--- src/rtl/mem_bus_arbiter.sv ---
//-----------------------------------------------------------------------------
// mem_bus_arbiter
// Shares the single KS-10 memory port (SSRAM data and the memory status
// register) between the console (CSL), Unibus adapter DMA (UBA) and the CPU.
// Each transfer runs a 4-phase handshake: IDLE -> BUSY -> ACK -> RELEASE.
// If the memory never acknowledges, the transfer is ended and reported as
// non-existent memory (NXM).
//
// Ports:
//   clk, rst         system clock, asynchronous active-high reset
//   clken            clock enable; nothing advances while low
//   req[2:0]         requests, [0]=CSL [1]=UBA [2]=CPU
//   addr_*, data_*   per-requester address word (bit 0 MSB) and write data
//   ack[2:0]         one-hot acknowledge, same bit order as req
//   rdata            read data returned to the owner (0 after an NXM)
//   nxm              one-cycle pulse when the memory timed out
//   mem_req          request to the memory wrapper
//   mem_addr/wdata   address/write data of the current owner (0 when none)
//   mem_ack/rdata    acknowledge and read data from the memory wrapper
//   grant[1:0]       current owner, 3 = none
//
// Build option: define MEM_ARB_ROUNDROBIN_EN for rotating priority
// (CSL -> UBA -> CPU -> CSL). Without it the priority is fixed CSL > UBA > CPU.
//-----------------------------------------------------------------------------
module mem_bus_arbiter #(
  parameter int TIMEOUT = 15,
  parameter int CNTW    = 8
) (
  input  logic        clk,
  input  logic        rst,
  input  logic        clken,
  input  logic [2:0]  req,
  input  logic [0:35] addr_csl,
  input  logic [0:35] addr_uba,
  input  logic [0:35] addr_cpu,
  input  logic [0:35] data_csl,
  input  logic [0:35] data_uba,
  input  logic [0:35] data_cpu,
  output logic [2:0]  ack,
  output logic [0:35] rdata,
  output logic        nxm,
  output logic        mem_req,
  output logic [0:35] mem_addr,
  output logic [0:35] mem_wdata,
  input  logic        mem_ack,
  input  logic [0:35] mem_rdata,
  output logic [1:0]  grant
);

  typedef enum logic [1:0] {IDLE, BUSY, ACK, RELEASE} stateT;

  localparam logic [CNTW-1:0] CNT_LAST   = CNTW'(TIMEOUT - 1);
  localparam logic [CNTW-1:0] CNT_ONE    = CNTW'(1);
  localparam logic [1:0]      GRANT_NONE = 2'd3;

  stateT           state, stateNext;
  logic [CNTW-1:0] cnt, cntNext;
  logic [1:0]      grantNext, winner;
  logic [2:0]      ackNext, ownerOneHot;
  logic [0:35]     rdataNext;
  logic            nxmNext, memReqNext, ownerReq;
`ifdef MEM_ARB_ROUNDROBIN_EN
  logic [1:0]      rrPtr, rrPtrNext;
`endif

  // Pick the requester to serve next. With rotation the search starts at
  // rrPtr, which always names the requester after the previous winner.
  always_comb begin
    winner = 2'd0;
`ifdef MEM_ARB_ROUNDROBIN_EN
    case (rrPtr)
      2'd1:    winner = req[1] ? 2'd1 : (req[2] ? 2'd2 : 2'd0);
      2'd2:    winner = req[2] ? 2'd2 : (req[0] ? 2'd0 : 2'd1);
      default: winner = req[0] ? 2'd0 : (req[1] ? 2'd1 : 2'd2);
    endcase
`else
    winner = req[0] ? 2'd0 : (req[1] ? 2'd1 : 2'd2);
`endif
  end

  // Decode the current owner: its ack bit, its live request line and the
  // address/data it drives onto the memory port.
  always_comb begin
    ownerOneHot = 3'b000;
    ownerReq    = 1'b0;
    mem_addr    = '0;
    mem_wdata   = '0;
    case (grant)
      2'd0: begin
        ownerOneHot = 3'b001;
        ownerReq    = req[0];
        mem_addr    = addr_csl;
        mem_wdata   = data_csl;
      end
      2'd1: begin
        ownerOneHot = 3'b010;
        ownerReq    = req[1];
        mem_addr    = addr_uba;
        mem_wdata   = data_uba;
      end
      2'd2: begin
        ownerOneHot = 3'b100;
        ownerReq    = req[2];
        mem_addr    = addr_cpu;
        mem_wdata   = data_cpu;
      end
      default: begin
      end
    endcase
  end

  // Next-state logic. A memory ack in the same cycle as the timeout wins,
  // so the timeout branch is only taken when mem_ack is low.
  always_comb begin
    stateNext  = state;
    grantNext  = grant;
    cntNext    = cnt;
    ackNext    = ack;
    rdataNext  = rdata;
    nxmNext    = 1'b0;
    memReqNext = mem_req;
`ifdef MEM_ARB_ROUNDROBIN_EN
    rrPtrNext  = rrPtr;
`endif
    case (state)
      IDLE: begin
        if (|req) begin
          grantNext  = winner;
          memReqNext = 1'b1;
          cntNext    = '0;
          stateNext  = BUSY;
`ifdef MEM_ARB_ROUNDROBIN_EN
          rrPtrNext  = (winner == 2'd2) ? 2'd0 : winner + 2'd1;
`endif
        end
      end
      BUSY: begin
        if (mem_ack) begin
          rdataNext  = mem_rdata;
          memReqNext = 1'b0;
          ackNext    = ownerOneHot;
          stateNext  = ACK;
        end else if (cnt == CNT_LAST) begin
          rdataNext  = '0;
          memReqNext = 1'b0;
          nxmNext    = 1'b1;
          ackNext    = ownerOneHot;
          stateNext  = ACK;
        end else begin
          cntNext = cnt + CNT_ONE;
        end
      end
      ACK: begin
        ackNext   = 3'b000;
        stateNext = RELEASE;
      end
      default: begin
        // RELEASE: hold the grant until the owner drops its request, so
        // the same requester can never be granted twice without a gap.
        if (!ownerReq) begin
          grantNext = GRANT_NONE;
          stateNext = IDLE;
        end
      end
    endcase
  end

  // State and output registers. Reset is asynchronous so mem_req drops at
  // once; nothing moves while clken is low.
  always_ff @(posedge clk or posedge rst) begin
    if (rst) begin
      state   <= IDLE;
      grant   <= GRANT_NONE;
      cnt     <= '0;
      ack     <= 3'b000;
      rdata   <= '0;
      nxm     <= 1'b0;
      mem_req <= 1'b0;
`ifdef MEM_ARB_ROUNDROBIN_EN
      rrPtr   <= 2'd0;
`endif
    end else if (clken) begin
      state   <= stateNext;
      grant   <= grantNext;
      cnt     <= cntNext;
      ack     <= ackNext;
      rdata   <= rdataNext;
      nxm     <= nxmNext;
      mem_req <= memReqNext;
`ifdef MEM_ARB_ROUNDROBIN_EN
      rrPtr   <= rrPtrNext;
`endif
    end
  end

endmodule
--- config.mk ---
export PLATFORM = sky130hd
export DESIGN_NAME = mem_bus_arbiter
export DESIGN_NICKNAME = d
export VERILOG_FILES = /design/src/rtl/mem_bus_arbiter.sv
export SDC_FILE = /design/constraint.sdc
export NUM_CORES = 1
export LEC_CHECK = 0
export ABC_AREA = 1
export CORE_AREA = 5 5 143 145
export CTS_CLUSTER_SIZE = 24
export DETAILED_ROUTE_END_ITERATION = 8
export DIE_AREA = 0 0 148 150
export GPL_ROUTABILITY_DRIVEN = 0
export GPL_TIMING_DRIVEN = 0
export MAX_ROUTING_LAYER = met4
export PLACE_DENSITY = 0.7
export RECOVER_POWER = 50
export SYNTH_ARGS = -nofsm -noshare
export SYNTH_HDL_FRONTEND = slang
export SYNTH_SLANG_ARGS = --single-unit
--- constraint.sdc ---
create_clock -name clk -period 1.61 [get_ports clk]
set_input_delay 0.4025 -clock clk [delete_from_list [all_inputs] [get_ports clk]]
set_output_delay 0.4025 -clock clk [all_outputs]
set_load 0.01 [all_outputs]
=== Word level (Yosys, flattened, before mapping) ===
Index checks and enable logic that the tools add are counted.

* Multiplexer cells: 30
* Eq/ne operators: 11
* Add/sub/neg operators: 1
* Bitwise operators: 1
* Reductions and logical operators: 13

{| class="wikitable"
|+ Operator list
! operator !! number
|-
| case mux 36 bit (3 select lines) || 2
|-
| 2-to-1 mux 36 bit || 2
|-
| 2-to-1 mux 8 bit || 3
|-
| 2-to-1 mux 2 bit || 8
|-
| case mux 8 bit (2 select lines) || 1
|-
| AND reduction 4 bit || 3
|-
| case mux 3 bit (3 select lines) || 1
|-
| adder 8 x 1 -> 8 bit, second input constant || 1
|-
| == test 8 x 4 -> 1 bit, second input constant || 1
|-
| 2-to-1 mux 1 bit || 6
|-
| 2-to-1 mux 3 bit || 2
|-
| != test 2 bit, second input constant || 3
|-
| case mux 2 bit (3 select lines) || 1
|-
| case mux 3 bit (2 select lines) || 1
|-
| AND reduction 3 bit || 2
|-
| nonzero test 2 bit || 3
|-
| AND reduction 5 bit || 1
|-
| == test 2 x 1 -> 1 bit, second input constant || 2
|-
| == test 2 bit, second input constant || 2
|-
| zero test 2 bit || 2
|-
| != test 4 x 1 -> 1 bit, second input constant || 1
|-
| case mux 2 bit (2 select lines) || 1
|-
| != test 3 bit, second input constant || 1
|-
| case mux 1 bit (3 select lines) || 1
|-
| 5 further kinds || 5
|}

* Bits of input ports: 259
* Output and inout port bits: 115
* Logic and storage cells: 63
* Bits in registers: 53

=== Longest topological paths before layout ===
Gate-level depths: netlist (run 1).

* Depth after elaboration: 5
* Mapped depth: 11
* Gate-level depth less buffers: 11

=== Worst setup path before layout (run 1) ===
No wires, ideal clock.

* Path kind: register to output
* Start: register grant[1]
* End: output mem_wdata[10] (netlist bit)
* Arrival: 1.376 ns
* Required time: 1.207 ns
* Setup slack: -0.169 ns
* Path buffers: 2
* Stages on the path, launching flop included: 5
* Cells stage by stage: dfstp_2 clkbuf_1 buf_1 nand3_1 nand3_1

* Longest elaborated chain between the ends: 2
* Elaborated cells on any way between the ends: 4
* Classes of those cells: eq/ne: 2; mux: 1; reduce/logical: 1

{| class="wikitable"
|+ RTL lines
! item !! line !! text
|-
| start, declared || 47 || <nowiki>output logic [1:0] grant</nowiki>
|-
| start signal, assigned || 184 || <nowiki>grant <= grantNext;</nowiki>
|-
| == test 2 bit, or another cell as far along || 88 || <nowiki>case (grant)</nowiki>
|-
| case mux 36 bit (3 select lines) (*) || 88 ||
|-
| end, declared || 44 || <nowiki>output logic [0:35] mem_wdata,</nowiki>
|}

Every way passes the cells marked *; elsewhere a longest branch is shown, timed or not.

=== Final worst setup path (run 1) ===
* Start: register grant[0]
* End: output mem_addr[20] (netlist bit)

* Longest elaborated chain between the ends: 2
* Elaborated cells on any way between the ends: 4
* Classes of those cells: eq/ne: 2; mux: 1; reduce/logical: 1

{| class="wikitable"
|+ RTL lines
! item !! line !! text
|-
| == test 2 bit, or another cell as far along || 88 ||
|-
| case mux 36 bit (3 select lines) (*) || 88 ||
|-
| end, declared || 43 || <nowiki>output logic [0:35] mem_addr,</nowiki>
|}

Marks and branches as above.

==> results.rst, run 1 <==
.. list-table::
   :header-rows: 1

   * - Metric
     - Value
   * - Chip Height
     - 150 um
   * - Number of max-capacitance violations reported
     - 0
   * - Routed WL
     - 29600 um
   * - Critical path data required time
     - 1210 ps
   * - Static Leak
     - 5.11 nW
   * - Row count
     - 51
   * - Total placed instance area
     - 8330 um^2
   * - TritonCTS clock tree
     - yes
   * - Number of flip-flops and latches in the synthesized netlist
     - 53
   * - Fraction of synthesis flops using an asynchronous set or reset pin
     - 100%
   * - Die ar.
     - 22200 um^2
   * - Setup slack of the critical path after layout
     - -561 ps
   * - CP Data Arrival Time
     - 1770 ps
   * - Commonest cells in the synthesized netlist
     - sky130_fd_sc_hd__nand3_1 (229), sky130_fd_sc_hd__nand2_1 (177), sky130_fd_sc_hd__dfrtp_1 (51)
   * - Aggregate negative setup slack
     - -34940 ps
   * - Worst Path Class, Setup
     - reg2out
   * - Core occupancy in the finished layout
     - 57.5%
   * - Total of endpoints with negative setup slack in the final report
     - 104
   * - Cell area after synthesis
     - 4270 um^2
   * - Number of fillers in the final layout
     - 1638
   * - Actual slew at the worst max-slew pin
     - 692 ps
   * - Via count
     - 6530
   * - Most area-consuming cells after synthesis
     - sky130_fd_sc_hd__dfrtp_1 (30%), sky130_fd_sc_hd__nand3_1 (27%), sky130_fd_sc_hd__nand2_1 (16%), sky130_fd_sc_hd__o21ai_2 (7.4%), sky130_fd_sc_hd__nand2_2 (5.3%)
   * - Die extent in x
     - 148 um
   * - Worst Skew
     - 9.88 ps
   * - CTS HTree Levels
     - 2
   * - Routed wire per std cell
     - 22.6 um
   * - Fin area
     - 11000 um^2
   * - Post-synthesis instance total
     - 643
   * - Pin count of the biggest net entering global routing
     - 54
   * - Number of global-route vias before repair
     - 6259
   * - Hold buffer count at cts
     - 0
   * - Post-synth net total
     - 907
   * - Critical path launch point type
     - register
   * - Length of the first detailed-routing pass in iterations
     - 4
   * - Post-synth EDFFs
     - 0
   * - Mean instance size in the synthesized netlist
     - 6.64 um^2
   * - Highest fanout seen on the critical path
     - 7
   * - Max-slew violations
     - 0
   * - Final period demand of the worst path
     - 2170 ps
   * - Wire length of the first global-routing pass
     - 38900 um
   * - Class of the worst hold path
     - reg2reg
   * - Worst slew slack as a fraction of its limit
     - 53.6%
   * - Total half-perimeter wirelength after legalization and detailed placement
     - 20500 um
   * - Final hold vios
     - 0
   * - Via density
     - 4.98
   * - Fraction of the cycle the final worst path needs
     - 135%
   * - Io pins
     - 374
   * - Proportion of synthesized chip area in sequential cells
     - 31.1%
   * - Setup repair after global routing missed its margin
     - yes
   * - Clk_lat worst skew
     - 290 ps
   * - Total clock buffers created by CTS
     - 5
   * - Multi-input gate area
     - 3950 um^2
   * - Iteration-0 DRC Markers
     - 348
   * - ANT cells
     - 0
   * - Power per standard cell area
     - 1680 nW/um^2
   * - Synth Flop Type
     - sky130_fd_sc_hd__dfrtp_1
   * - Result of the run
     - finished, violations left
   * - Number of nets in the layout
     - 1338
   * - Max clock buf depth
     - 2
   * - Remaining number of nets flagged by the antenna check after routing
     - 0
   * - Initial standard-cell utilization of the core
     - 22.4%
   * - Most instantiated library cell after synthesis
     - sky130_fd_sc_hd__nand3_1
   * - DRC viols
     - 0
   * - Cell taking the most area after synthesis
     - sky130_fd_sc_hd__dfrtp_1
   * - Total of buffers placed on input and output ports
     - 373
   * - Number of distinct library cell variants in the gate-level netlist after synthesis
     - 25
   * - Share of post-route cells with drive strength above 1
     - 42.4%
   * - Count of clock tree sinks
     - 53
   * - Worst vdd ir
     - 0.557 mV
   * - Share of the synthesized area in the top cell type
     - 29.9%
   * - Area growth, synth to finish
     - 157%
   * - Number of warnings reported in the yosys synthesis log
     - 0
   * - Clock transition time at the flip-flop clock pins of the worst setup and hold paths
     - 70 ps
   * - Category of the worst setup path capture point
     - output port
   * - Antenna violations before repair
     - 0
   * - CTS root buffer
     - sky130_fd_sc_hd__clkbuf_16
   * - Pre-CTS WS
     - -1200 ps
   * - Overflow after GRT
     - 0
   * - Area inside the core boundary
     - 19100 um^2
   * - Failing checks
     - setup timing
   * - Tot GR Track Use
     - 23.4%
   * - Highest clock frequency the design can meet
     - 461 MHz
   * - Area of all sequential standard cells
     - 1330 um^2
metal layers:
| layer | wire [um] | vias to the layer above | global-route usage, % |
|---|---|---|---|
| met4 | 1280 | 0 | 7.30 |
| met5 | 0 | - | - |
| met3 | 2680 | 72 | 7.42 |
| met2 | 14200 | 301 | 37.2 |
| met1 | 11400 | 3129 | 28.5 |
| li1 | - | 3028 | - |
kinds of logic after synthesis:
logic type | after synthesis | synth area share (%)
compound gates | 45 | 8.44
xor+xnor | 3 | 0.616
fa+ha+maj | 5 | 1.47
buf+inv | 72 | 7.80
flops | 53 | 31.1
simple gates | 465 | 50.6
power breakdown:
part	switching (mW)	total (mW)	internal (mW)
registers	0.435	2.20	1.77
clock network	0.479	1.05	0.571
logic	7.69	15.1	7.44
total	8.61	18.4	9.78
metrics by stage:
stage / hold WS, ps / total power [mW] / std cells
floorplan: 463 / 6.60 / 643
global placement: 468 / 12.2 / 1254
detailed placement: 471 / 12.2 / 1254
CTS: 486 / 15.9 / 1285
global route: 513 / 19.3 / 1312
finish: 485 / 18.4 / 1312
final cells by class:
class / instances / share of cell area, %
plain buffers: 52 / 7.61
multi-input cells: 519 / 36.0
inverters: 19 / 0.707
repair buffers: 424 / 39.6
well taps: 238 / 2.72
clock buffers: 5 / 1.14
flip-flops and latches: 53 / 12.1
clock inverters: 2 / 0.148
worst max-delay path, cell delays in order, from the launching register on:
cell	delay (ps)
sky130_fd_sc_hd__dfstp_2	660
sky130_fd_sc_hd__buf_8	180
sky130_fd_sc_hd__buf_8	160
sky130_fd_sc_hd__buf_8	130
sky130_fd_sc_hd__nand3_1	120
sky130_fd_sc_hd__nand3_2	120
sky130_fd_sc_hd__buf_6	110
layout by cell type, fill, tap and decap left out, drive strengths merged:
cell type,count
dlygate4sd2,31
nand3,231
xnor2,1
clkbuf,42
clkdlybuf4s50,256
nand4,2
dlymetal6s2s,11
o21ai,43
ha,5
nor2,19
clkinv,1
buf,140
clkinvlp,2
xor2,2
dfrtp,51
dfstp,2
a21oi,2
inv,18
dlygate4sd3,1
nand2,214
final timing paths:
path / from / to / slack [ps] / cells past startpoint
min in group asynchronous: rst / rdata[25]$_DFFE_PP0P_ / 630 / 2
worst min-delay path: ack[1]$_DFFE_PP0P_ / ack[1]$_DFFE_PP0P_ / 490 / 2
max in group asynchronous: rst / grant[0]$_DFFE_PP1P_ / 170 / 3
worst max register to register: cnt[0]$_DFFE_PP0P_ / rdata[16]$_DFFE_PP0P_ / -90 / 10
worst min register to register: ack[1]$_DFFE_PP0P_ / ack[1]$_DFFE_PP0P_ / 490 / 2
worst max-delay path: grant[0]$_DFFE_PP1P_ / mem_addr[20] / -560 / 6
what timing repair did:
item                                   4_1_cts  5_1_grt
endpoints found under the hold margin        0        0
pin swaps                                   41       43
cloned                                      13        9
setup endpoints to repair                  113      134
gates resized for setup                    626      234
buffers inserted                            11       18
state kept, by name, indices dropped and copies added (netlist names):
name,cells
mem_req,1
nxm,1
state,2
rdata,36
grant,2
cnt,8
ack,3
Note: power is estimated with default switching activity, not from simulation.
==> run 2, diff against run 1 <==
==> constraint.sdc (replaced) <==
create_clock -name clk -period 1.61 [get_ports clk]
set_input_delay 0.4025 -clock clk [delete_from_list [all_inputs] [get_ports clk]]
set_output_delay 0.4025 -clock clk [all_outputs]
set_load 0.1 [all_outputs]
==> results.rst, run 2 (same netlist as run 1, synthesis figures left out) <==
.. list-table::
   :header-rows: 1

   * - Metric
     - Value
   * - Total half-perimeter wirelength after legalization and detailed placement
     - 20800 um
   * - Final hold vios
     - 0
   * - Most frequent cells in the layout
     - sky130_fd_sc_hd__clkdlybuf4s50_1 (256), sky130_fd_sc_hd__nand2_1 (103), sky130_fd_sc_hd__buf_12 (92)
   * - Clk_lat worst skew
     - 290 ps
   * - DRC viols
     - 0
   * - Class of the worst hold path
     - reg2reg
   * - Row count
     - 51
   * - Via density
     - 4.90
   * - Area growth, synth to finish
     - 174%
   * - Fin area
     - 11700 um^2
   * - Worst setup slack for register-to-register paths
     - -130 ps
   * - Worst Skew
     - 3.79 ps
   * - Actual slew at the worst max-slew pin
     - 967 ps
   * - Setup repair after global routing missed its margin
     - yes
   * - Worst Path Class, Setup
     - reg2out
   * - Fraction of the cycle the final worst path needs
     - 135%
   * - Setup slack of the critical path after layout
     - -558 ps
   * - Number of global-route vias before repair
     - 6438
   * - Die ar.
     - 22200 um^2
   * - Die extent in x
     - 148 um
   * - TritonCTS clock tree
     - yes
   * - Worst hold stages
     - 2
   * - Largest register FFs
     - 36
   * - Final period demand of the worst path
     - 2170 ps
   * - Clock transition time at the flip-flop clock pins of the worst setup and hold paths
     - 70 ps
   * - Remaining number of nets flagged by the antenna check after routing
     - 0
   * - Initial standard-cell utilization of the core
     - 22.4%
   * - Via count
     - 6322
   * - Number of max-capacitance violations reported
     - 0
   * - Max-slew violations
     - 0
   * - Category of the worst setup path capture point
     - output port
   * - Leading cell type in the layout, fill and taps excluded
     - sky130_fd_sc_hd__clkdlybuf4s50_1
   * - Failing checks
     - setup timing
   * - Overflow after GRT
     - 0
   * - WHS Endpoint
     - mem_req$_DFFE_PP0P_
   * - Core occupancy in the finished layout
     - 61.4%
   * - Antenna violations before repair
     - 4
   * - CTS root buffer
     - sky130_fd_sc_hd__clkbuf_16
   * - Chip Height
     - 150 um
   * - Number of nets in the layout
     - 1311
   * - Max clock buf depth
     - 2
   * - CP Data Arrival Time
     - 1770 ps
   * - Critical hold path startpoint
     - mem_req$_DFFE_PP0P_
   * - Total of endpoints with negative setup slack in the final report
     - 110
   * - Io pins
     - 374
   * - Total clock buffers created by CTS
     - 5
   * - Worst slew slack as a fraction of its limit
     - 35.2%
   * - Aggregate negative setup slack
     - -41530 ps
   * - Share of post-route cells with drive strength above 1
     - 49.6%
   * - Routed WL
     - 27600 um
   * - Largest regs
     - rdata x36, cnt x8, ack x3
   * - Highest clock frequency the design can meet
     - 461 MHz
   * - RR Startpoint
     - state[1]$_DFFE_PP0P_
   * - Critical path data required time
     - 1210 ps
   * - Register ranked first by flip-flop count
     - rdata
   * - Iteration-0 DRC Markers
     - 185
   * - Pin count of the biggest net entering global routing
     - 54
   * - Highest fanout seen on the critical path
     - 10
   * - Terminus of the critical flop-to-flop path
     - rdata[19]$_DFFE_PP0P_
   * - Tot GR Track Use
     - 23.1%
   * - Count of clock tree sinks
     - 53
   * - Critical path launch point type
     - register
   * - Launch point of the worst path
     - grant[0]$_DFFE_PP1P_
   * - Routed wire per std cell
     - 21.4 um
   * - Wire length of the first global-routing pass
     - 38800 um
   * - CTS HTree Levels
     - 2
   * - Total of buffers placed on input and output ports
     - 373
   * - Area inside the core boundary
     - 19100 um^2
   * - Worst R2R Path Depth
     - 9
   * - Total placed instance area
     - 9570 um^2
   * - Result of the run
     - finished, violations left
   * - Length of the first detailed-routing pass in iterations
     - 4
-- run 2: cell count changes in the layout (fill, tap and decap cells not counted), sizes merged --
cell	change
dlygate4sd2	-31
clkbuf	+12
dlymetal6s2s	-10
diode	+4
buf	+3
clkinv	+1
clkinvlp	-1
-- run 2: through the flow --
stage                     hold WS (ps)  instances  worst slack, ps
after CTS                          485       1267             -568
after global routing               500       1290             -600
final                              483       1290             -558
after floorplan                    463        643             -381
after global placement             466       1254            -1460
after detailed placement           472       1254            -1470
-- run 2: final cells by class --
class,count,area (um^2)
Antenna cell,4,10.0
Buffer,51,820
Clock buffer,6,139
Clock inverter,2,13.8
Fill cell,1576,7370
Inverter,19,75.1
Multi-Input combinational cell,519,4380
Sequential cell,53,1340
Tap cell,238,298
Timing Repair Buffer,398,4640
-- run 2: layer usage --
metal | wire length (um) | share of wire (%) | global-route usage (%)
met5 | 0 | 0 | -
met4 | 1200 | 4.3 | 9.15
met3 | 2120 | 7.7 | 6.39
met2 | 14100 | 51 | 39.1
met1 | 10200 | 37 | 26.0
-- run 2: what timing repair did --
| action | CTS | global route |
|---|---|---|
| gates cloned | 2 | 8 |
| setup endpoints to repair | 123 | 147 |
| hold buffers | 0 | 0 |
| gates resized for setup | 881 | 217 |
| buffers inserted | 5 | 10 |
| pin swaps | 1 | 14 |
-- run 2: worst max-delay path by stage --
stage | endpoint | slack (ps)
floorplan | mem_addr[15] | -380
global placement | mem_addr[9] | -1460
detailed placement | mem_addr[9] | -1470
CTS | mem_addr[12] | -570
global route | mem_wdata[26] | -600
finish | mem_wdata[31] | -560
-- run 2: worst max-delay path: stages (launching register included) --
cell and delay, ps:
sky130_fd_sc_hd__dfstp_4 700, sky130_fd_sc_hd__buf_12 160, sky130_fd_sc_hd__buf_12 150, sky130_fd_sc_hd__nand3_1 140, sky130_fd_sc_hd__nand3_4 120, sky130_fd_sc_hd__buf_12 170
Power of run 2 is not shown: default switching activity piles up to over one toggle a cycle in this logic, so the estimate is an artifact.
==> run 3, diff against run 2 <==
Settings changed: CORE_AREA 5 5 143 145 to 5 5 140 142, DIE_AREA 0 0 148 150 to 0 0 145 147.
Clock period 1.61 ns to 2.3 ns, I/O delays scaled along.
==> results.rst, run 3 (same netlist as run 1, synthesis figures left out) <==
.. list-table::
   :header-rows: 1

   * - Metric
     - Value
   * - Terminus of the critical flop-to-flop path
     - rdata[16]$_DFFE_PP0P_
   * - Worst R2R Path Depth
     - 9
   * - Io pins
     - 374
   * - Final period demand of the worst path
     - 2450 ps
   * - DRC viols
     - 0
   * - Worst slew slack as a fraction of its limit
     - 29.2%
   * - Total half-perimeter wirelength after legalization and detailed placement
     - 21100 um
   * - Pin count of the biggest net entering global routing
     - 36
   * - Failing checks
     - setup timing
   * - Maximum single-stage delay on the critical path
     - 910 ps
   * - Critical path data required time
     - 1730 ps
   * - Highest fanout seen on the critical path
     - 6
   * - Fin area
     - 10600 um^2
   * - Remaining number of nets flagged by the antenna check after routing
     - 0
   * - Number of nets in the layout
     - 1294
   * - Total of buffers placed on input and output ports
     - 373
   * - ANT cells
     - 0
   * - Iteration-0 DRC Markers
     - 266
   * - Number of global-route vias before repair
     - 6047
   * - Most frequent cells in the layout
     - sky130_fd_sc_hd__clkdlybuf4s50_1 (256), sky130_fd_sc_hd__nand2_1 (152), sky130_fd_sc_hd__nand3_1 (110)
   * - Initial standard-cell utilization of the core
     - 23.3%
   * - Overflow after GRT
     - 0
   * - Worst hold stages
     - 2
   * - Class of the worst hold path
     - reg2reg
   * - Setup repair after global routing missed its margin
     - yes
   * - Final hold vios
     - 0
   * - Cell Chain, Critical Path
     - dlygate4sd2_1
   * - Total clock buffers created by CTS
     - 5
   * - Die extent in x
     - 145 um
   * - Area inside the core boundary
     - 18300 um^2
   * - Routed WL
     - 26000 um
   * - Result of the run
     - finished, violations left
   * - Fin cells
     - 1265
   * - Worst Path Class, Setup
     - reg2out
   * - Area growth, synth to finish
     - 147%
   * - Setup slack of the critical path after layout
     - -148 ps
   * - Critical path launch point type
     - register
   * - Chip Height
     - 147 um
   * - CP Data Arrival Time
     - 1870 ps
   * - Worst setup slack for register-to-register paths
     - 140 ps
   * - Die ar.
     - 21300 um^2
   * - Total placed instance area
     - 9230 um^2
   * - Largest regs
     - rdata x36, cnt x8, ack x3
   * - Via density
     - 4.78
   * - Leading cell type in the layout, fill and taps excluded
     - sky130_fd_sc_hd__clkdlybuf4s50_1
   * - RR Startpoint
     - cnt[0]$_DFFE_PP0P_
   * - Total of endpoints with negative setup slack in the final report
     - 71
   * - Highest clock frequency the design can meet
     - 409 MHz
   * - Actual slew at the worst max-slew pin
     - 1070 ps
   * - Clk_lat worst skew
     - 280 ps
   * - Cell count after placement
     - 1251
   * - WHS Endpoint
     - rdata[13]$_DFFE_PP0P_
   * - Number of fillers in the final layout
     - 1602
   * - Worst Hold Margin
     - 480 ps
   * - CTS root buffer
     - sky130_fd_sc_hd__clkbuf_16
   * - Clock transition time at the flip-flop clock pins of the worst setup and hold paths
     - 70 ps
   * - Gate family responsible for the most delay along the worst path
     - buffers and inverters
   * - CTS HTree Levels
     - 2
   * - Combined buffer and inverter count along the critical path
     - 1
   * - Largest register FFs
     - 36
   * - Register ranked first by flip-flop count
     - rdata
   * - Share of post-route cells with drive strength above 1
     - 34.7%
   * - Category of the worst setup path capture point
     - output port
   * - Row count
     - 50
   * - Fraction of the cycle the final worst path needs
     - 106%
   * - Via count
     - 6046
   * - Max clock buf depth
     - 2
   * - TritonCTS clock tree
     - yes
   * - Length of the first detailed-routing pass in iterations
     - 4
   * - Tot GR Track Use
     - 23.4%
   * - Worst Skew
     - 6.15 ps
   * - Hold buffer count at cts
     - 0
   * - Launch point of the worst path
     - grant[0]$_DFFE_PP1P_
   * - Critical hold path startpoint
     - rdata[13]$_DFFE_PP0P_
   * - Antenna violations before repair
     - 0
   * - Count of clock tree sinks
     - 53
   * - Cell with the largest stage delay on the worst path
     - sky130_fd_sc_hd__dlygate4sd2_1
   * - Wire length of the first global-routing pass
     - 38200 um
   * - Routed wire per std cell
     - 20.5 um
   * - Number of max-capacitance violations reported
     - 0
   * - Max-slew violations
     - 0
-- run 3: cell types whose count changed in the layout (fill, tap and decap cells not counted), sizes merged --
cell          previous run  this run
bufinv                   0         1
dlygate4sd3              1         2
nand3                  231       230
buf                    143       107
clkinvlp                 1         3
inv                     18        16
dlymetal6s2s             1         0
dlygate4sd2              0        42
clkinv                   2         1
clkbuf                  54        32
diode                    4         0
-- run 3: final cells by class --
cell class              instances  area (um^2)  share of cell area (%)
clock buffers                   7          143                    1.35
repair buffers                381         4340                    41.1
well taps                     234          293                    2.77
multi-input cells             518         3780                    35.9
flip-flops and latches         53         1340                    12.7
inverters                      19         78.8                   0.747
plain buffers                  51          538                    5.10
clock inverters                 1         30.0                   0.285
repair inverters                1         7.51                  0.0711
-- run 3: per-layer routing --
layer	GRT usage, %	wire, um
met2	37.8	12600
met5	-	0
met3	7.00	2070
met1	29.2	10700
met4	4.85	605
-- run 3: what timing repair did --
action                                  CTS  global route
pin swaps                                 0             1
endpoints found under the setup margin  115            74
resized for setup                       768            82
setup buffers                             7             0
cloned                                    1             0
hold endpoints to repair                  0             0
-- run 3: how the worst max path moves through the flow --
stage | slack, ps | cells after the start | end
2_1_floorplan | -40 | 4 | mem_addr[10]
3_5_place_dp | -1530 | 6 | mem_addr[5]
4_1_cts | -160 | 5 | mem_addr[0]
5_1_grt | -180 | 5 | mem_wdata[10]
3_3_place_gp | -1490 | 6 | mem_addr[0]
6_report | -150 | 1 | grant[0]
-- run 3: per-stage QoR --
step	utilization, %	setup slack, ps	setup TNS [ps]
2_1_floorplan	-	-38.3	-1530
3_3_place_gp	50.3	-1490	-129510
3_5_place_dp	50.4	-1530	-95800
4_1_cts	56.3	-162	-6670
5_1_grt	57.6	-175	-9390
6_report	57.6	-148	-4520
-- run 3: worst min-delay path, delay by kind of cell (launching register included) --
kind | cells | cell delay, ps
AO/OA/AOI/OAI | 1 | 60
flip-flops | 1 | 340
AND/OR/NAND/NOR | 1 | 50
Power of run 3 is left out for the same reason.
